**src/rtl/aes_bist_ctrl.sv**
```systemverilog
// Purpose: built-in self-test sequencer that runs the AES-256 known-answer vector through the core (encrypt, then decrypt).
// Latency: start sampled at cycle 0; with an always-ready core that answers 1 cycle after accept, done_o rises at cycle 5.
// Backpressure: requests are held indefinitely while core_ready_i is low; responses are consumed only in a WAIT state, each bounded by TIMEOUT_CYCLES.
module aes_bist_ctrl #(
  parameter int TIMEOUT_CYCLES = 1024,
  parameter int CNT_WIDTH      = 11
) (
  input  logic         clk_i,
  input  logic         reset_i,
  input  logic         start_i,
  output logic         busy_o,
  output logic         done_o,
  output logic         pass_o,
  output logic         enc_pass_o,
  output logic         dec_pass_o,
  output logic         timeout_o,
  output logic         core_v_o,
  input  logic         core_ready_i,
  output logic         core_decrypt_o,
  output logic [127:0] core_data_o,
  output logic [255:0] core_key_o,
  input  logic         core_v_i,
  input  logic [127:0] core_data_i,
  output logic         core_yumi_o
);

  // Known-answer vector for AES-256.
  localparam logic [255:0] KAT_KEY = 256'h000102030405060708090a0b0c0d0e0f101112131415161718191a1b1c1d1e1f;
  localparam logic [127:0] KAT_PT  = 128'h00112233445566778899aabbccddeeff;
  localparam logic [127:0] KAT_CT  = 128'h8ea2b7ca516745bfeafc49904b496089;

  localparam logic [2:0] S_IDLE     = 3'd0;
  localparam logic [2:0] S_ENC_REQ  = 3'd1;
  localparam logic [2:0] S_ENC_WAIT = 3'd2;
  localparam logic [2:0] S_DEC_REQ  = 3'd3;
  localparam logic [2:0] S_DEC_WAIT = 3'd4;
  localparam logic [2:0] S_DONE     = 3'd5;

  // The counter starts at 0 in the first WAIT cycle. The timeout fires on the
  // cycle whose increment would make it reach TIMEOUT_CYCLES-1, provided no
  // response arrives in that same cycle.
  localparam logic [CNT_WIDTH-1:0] CNT_LAST = CNT_WIDTH'(TIMEOUT_CYCLES - 2);
  localparam logic [CNT_WIDTH-1:0] CNT_ONE  = CNT_WIDTH'(1);

  logic [2:0]           state_q, state_d;
  logic [CNT_WIDTH-1:0] cnt_q, cnt_d;
  logic                 enc_pass_q, enc_pass_d;
  logic                 dec_pass_q, dec_pass_d;
  logic                 timeout_q, timeout_d;

  logic in_wait;
  logic in_req;

  assign in_wait = (state_q == S_ENC_WAIT) || (state_q == S_DEC_WAIT);
  assign in_req  = (state_q == S_ENC_REQ)  || (state_q == S_DEC_REQ);

  // Next-state, timeout counter and result flags.
  always_comb begin
    state_d    = state_q;
    cnt_d      = cnt_q;
    enc_pass_d = enc_pass_q;
    dec_pass_d = dec_pass_q;
    timeout_d  = timeout_q;
    case (state_q)
      S_IDLE, S_DONE: begin
        if (start_i) begin
          state_d    = S_ENC_REQ;
          cnt_d      = '0;
          enc_pass_d = 1'b0;
          dec_pass_d = 1'b0;
          timeout_d  = 1'b0;
        end
      end
      S_ENC_REQ: begin
        if (core_ready_i) begin
          state_d = S_ENC_WAIT;
          cnt_d   = '0;
        end
      end
      S_ENC_WAIT: begin
        // A response in the timeout cycle takes priority over the timeout.
        if (core_v_i) begin
          enc_pass_d = (core_data_i == KAT_CT);
          cnt_d      = '0;
          state_d    = S_DEC_REQ;
        end else if (cnt_q == CNT_LAST) begin
          timeout_d = 1'b1;
          cnt_d     = '0;
          state_d   = S_DONE;
        end else begin
          cnt_d = cnt_q + CNT_ONE;
        end
      end
      S_DEC_REQ: begin
        if (core_ready_i) begin
          state_d = S_DEC_WAIT;
          cnt_d   = '0;
        end
      end
      S_DEC_WAIT: begin
        if (core_v_i) begin
          dec_pass_d = (core_data_i == KAT_PT);
          cnt_d      = '0;
          state_d    = S_DONE;
        end else if (cnt_q == CNT_LAST) begin
          timeout_d = 1'b1;
          cnt_d     = '0;
          state_d   = S_DONE;
        end else begin
          cnt_d = cnt_q + CNT_ONE;
        end
      end
      default: begin
        state_d = S_IDLE;
        cnt_d   = '0;
      end
    endcase
  end

  // State and result registers; reset aborts any run at once.
  always_ff @(posedge clk_i or posedge reset_i) begin
    if (reset_i) begin
      state_q    <= S_IDLE;
      cnt_q      <= '0;
      enc_pass_q <= 1'b0;
      dec_pass_q <= 1'b0;
      timeout_q  <= 1'b0;
    end else begin
      state_q    <= state_d;
      cnt_q      <= cnt_d;
      enc_pass_q <= enc_pass_d;
      dec_pass_q <= dec_pass_d;
      timeout_q  <= timeout_d;
    end
  end

  // Request fields decode from state only, so they stay stable under backpressure.
  // Decryption always uses the constant ciphertext so both checks are independent.
  assign core_v_o       = in_req;
  assign core_decrypt_o = (state_q == S_DEC_REQ);
  assign core_data_o    = (state_q == S_ENC_REQ) ? KAT_PT :
                          (state_q == S_DEC_REQ) ? KAT_CT : 128'h0;
  assign core_key_o     = in_req ? KAT_KEY : 256'h0;
  assign core_yumi_o    = in_wait & core_v_i;

  assign busy_o     = in_req | in_wait;
  assign done_o     = (state_q == S_DONE);
  assign enc_pass_o = enc_pass_q;
  assign dec_pass_o = dec_pass_q;
  assign timeout_o  = timeout_q;
  assign pass_o     = enc_pass_q & dec_pass_q & ~timeout_q;

endmodule

```
**config.mk**
```make
export PLATFORM = sky130hd
export DESIGN_NAME = aes_bist_ctrl
export DESIGN_NICKNAME = d
export VERILOG_FILES = /design/src/rtl/aes_bist_ctrl.sv
export SDC_FILE = /design/constraint.sdc
export NUM_CORES = 1
export LEC_CHECK = 0
export CAP_MARGIN = 25
export CORE_AREA = 2 2 206 208
export CTS_BUF_LIST = sky130_fd_sc_hd__clkbuf_16
export DETAILED_ROUTE_END_ITERATION = 12
export DIE_AREA = 0 0 208 210
export PLACE_DENSITY = 0.42
export SYNTH_ARGS = -nofsm -noshare
export SYNTH_HDL_FRONTEND = slang
export SYNTH_SLANG_ARGS = --single-unit
```
**constraint.sdc**
```tcl
create_clock -name clk_i -period 5.5 [get_ports clk_i]
set_clock_uncertainty 0.15 [all_clocks]
set_input_delay 1.1 -clock clk_i [delete_from_list [all_inputs] [get_ports clk_i]]
set_output_delay 1.1 -clock clk_i [all_outputs]
set_load 0.05 [all_outputs]
```
==> impl_summary.txt <==
----------------------------------------------------
[STA]
  Count of endpoints failing setup in the final report ... 0
  Worst hold-check slack ... just under 400 ps
  Final hold vios ... 0
  Min cycle time layout ... approximately 4300 ps
  Worst-Margin Slew ... 851 ps
  Final worst path period share ... 0.774
  Achievable Freq ... 235 MHz
  Max_slew headroom ... 0.433
  Max-slew violation total from the final report ... 0
  Aggregate negative setup slack ... 0 ps
  Unrepaired setup endpoints after global routing ... no

[Logic synthesis]
  Post-synthesis sequential element count ... 17
  Mapped Area ... roughly 0.0045 mm^2
  Post-synthesis cell type with the largest combined area ... buf_4
  Per-instance average area after synthesis ... 7.68 um^2
  Area share of the largest cell type after synthesis ... 0.643
  Synth warn ... 0
  Leading post-synthesis cells by cell area ... buf_4 (64%), dfrtp_1 (9.5%), nand4_1 (2.8%), nor2_1 (1.8%), nor4_1 (1.7%)
  Number of distinct library cell variants in the gate-level netlist after synthesis ... 48
  Share of synthesized area occupied by flip-flops and latches ... 0.0952
  Post-Syn Instances ... 582

[Setup path]
  Cell count of the worst reg-to-reg path ... 5
  Critical Path Fanout Max ... 107
  Category of the worst setup path launch point ... register
  Signal arrival time at the worst endpoint ... roughly 3000 ps
  Required arrival time at the worst endpoint ... 4250 ps
  Critical path start-end classification ... register to primary output
  Kind of end point of the critical path ... primary output

[Clock tree]
  Worst-skew pair later-pin latency ... 250 ps
  Number of clock buffers inserted by TritonCTS ... 3
  Post-CTS repair timing setup buffer count ... 0
  Post-cts repair resize count ... 0
  CTS tree ... done
  Bufs on Longest Clock Path ... 2
  Clk pin slew, worst setup/hold paths ... roughly 60 ps
  Num Clock Sinks ... 17
  Root cell of the clock tree ... clkbuf_16
  Maximum level of the CTS H-tree ... 1
  Cts-stage hold buffer count ... 0

[Floorplanning]
  Floorplan row count ... 75
  Initial core utilization ... 0.108
  Area of the die ... approximately 0.044 mm^2
  Core outline area ... 0.0415 mm^2
  Floorplan die width ... between 200 and 250 um
  Die extent in y ... 210 um
  Number of placed I/O pins ... ~530

[Min path]
  Hold-critical path depth ... 2
  Worst hold-check path type ... register to register

[Layout]
  Area growth from synthesis to final layout ... 41.0%
  Fraction of layout cells with a size suffix above 1 ... 0.0221
  Final instance count without filler cells ... 1263
  Number of diodes added for antenna fixing ... 0
  Fill cells ... between 4000 and 5000
  Utilization of the core after routing ... 0.152
  Final-stage net count ... 860

[Drt]
  Drc violations ... 0
  Routed wirelength normalized by instance count ... 10.0 um
  Antenna-violating nets left ... 0
  Vias per cell ... 2.74
  Violation count after the first detailed-routing iteration ... approximately 150
  Router iterations before antenna repair ... 4
  Aggregate routed wire length ... ~13000 um
  Via total after detailed routing ... 3455

[Global route]
  Residual overflow from global routing ... 0
  Wire length of the first global-routing pass ... about 17000 um
  Number of antenna violations at the first check in global routing ... 0
  Aggregate global-route resource usage ... 0.0495
  Via count of the first global-routing pass ... 2824
  Pin count of the biggest net entering global routing ... about 110

[Placement]
  Final HPWL from detailed placement ... 11600 um
  Placer's final routability congestion estimate ... 0.712
  Count of port buffers added during placement ... 316
  Placed cells ... 1259

[Run status]
  Run status ... completed

[Flow run]
  Number of violations of the max-capacitance limit ... 0

----------------------------------------------------
[critical path, cell delays in order (launching register included)]
cell and delay [ps]:
dfrtp_1 620, nand2b_1 240, clkinv_2 200, buf_4 670, and2_1 220, clkdlybuf4s50_1 800
[per-layer routing]
metal | share of wire | track usage | vias up | wire, um
met3 | 0.11 | 0.0103 | 2 | 1380
met4 | 0.0082 | 0.0117 | 0 | 104
met5 | 0 | 0 | - | 0
met2 | 0.53 | 0.0979 | 315 | 6690
met1 | 0.35 | 0.0532 | 1510 | 4480
li1 | - | - | 1628 | -
[placed cells by master (no fill, tap or decap), drive strengths merged, types with 5 or more instances in the layout]
cell           netlist  layout
clkdlybuf4s50        0     316
conb                 1     209
nor2                21      21
nand4               20      20
dfrtp               17      17
nand2               16      16
nor4                14      14
nand3               10      10
nand4b               8       8
nor4b                7       7
a21oi                6       6
inv                  7       6
nand2b               6       6
xor2                 5       5
o21ai                5       5
nor4bb               5       5
[cell families (layout without fill, tap and decap cells)]
group	count (synthesis)	count (layout)	share of synthesized area
buffers and inverters	395	329	0.656
AND/OR/NAND/NOR	133	133	0.185
flip-flops	17	17	0.0952
other	1	209	0.000839
XOR/XNOR	6	6	0.0118
adder cells (fa/ha/maj)	2	2	0.00560
AO/OA/AOI/OAI	28	28	0.0459
[flip-flops by register name (all words and copies together), names as in the netlist]
signal      cells
cnt_q          11
dec_pass_o      1
enc_pass_o      1
state_q         3
timeout_o       1
[metrics by stage]
stage,area [um^2],setup slack (ps)
finish,6300,1240
global route,6300,905
CTS,6300,1080
detailed placement,6220,1360
global placement,6190,1410
floorplan,5250,40.5
[path summary, 6_finish.rpt]
check / start / slack [ps] / end
min in group asynchronous: reset_i / 1120 / cnt_q[3]$_DFFE_PP0P_
worst max-delay path: state_q[0]$_DFFE_PP0P_ / 1240 / core_decrypt_o
worst min register to register: enc_pass_o$_DFFE_PP0P_ / 390 / enc_pass_o$_DFFE_PP0P_
max in group asynchronous: reset_i / 3620 / dec_pass_o$_DFFE_PP0P_
worst max register to register: state_q[1]$_DFFE_PP0P_ / 3110 / dec_pass_o$_DFFE_PP0P_
worst min-delay path: enc_pass_o$_DFFE_PP0P_ / 390 / enc_pass_o$_DFFE_PP0P_
[synthesized netlist by cell type (all sizes together)]
cell type,n
nand4b,8
nand3b,2
buf,387
nor4b,7
and4b,3
o32a,1
or4,3
nor2b,2
a21oi,6
nor4,14
xor2,5
nor3,4
o22ai,1
a2bb2oi,1
nor4bb,5
a41oi,1
ha,2
and2,4
a311oi,1
nand4,20
o31ai,2
inv,7
nand4bb,1
and4,1
a21o,3
nand2b,6
nand3,10
o32ai,1
a31oi,2
and3,2
a221o,1
nor2,21
nand2,16
or2,3
conb,1
o21a,1
a222oi,1
clkbuf,1
o21ai,5
or4b,1
dfrtp,17
o31a,1
xnor2,1
[final cells by class]
type	count	area (um^2)	share of cell area
clock buffer	3	75.1	0.0119
sequential	17	425	0.0675
clock inverter	1	5.00	0.000794
tap	539	674	0.107
timing repair buffer	318	3200	0.507
inverter	7	27.5	0.00437
multi-input combinational	378	1900	0.301
Power is left out: the tool's default activity adds up to more than one toggle a clock period on the data nets, which glitch-free logic cannot reach.
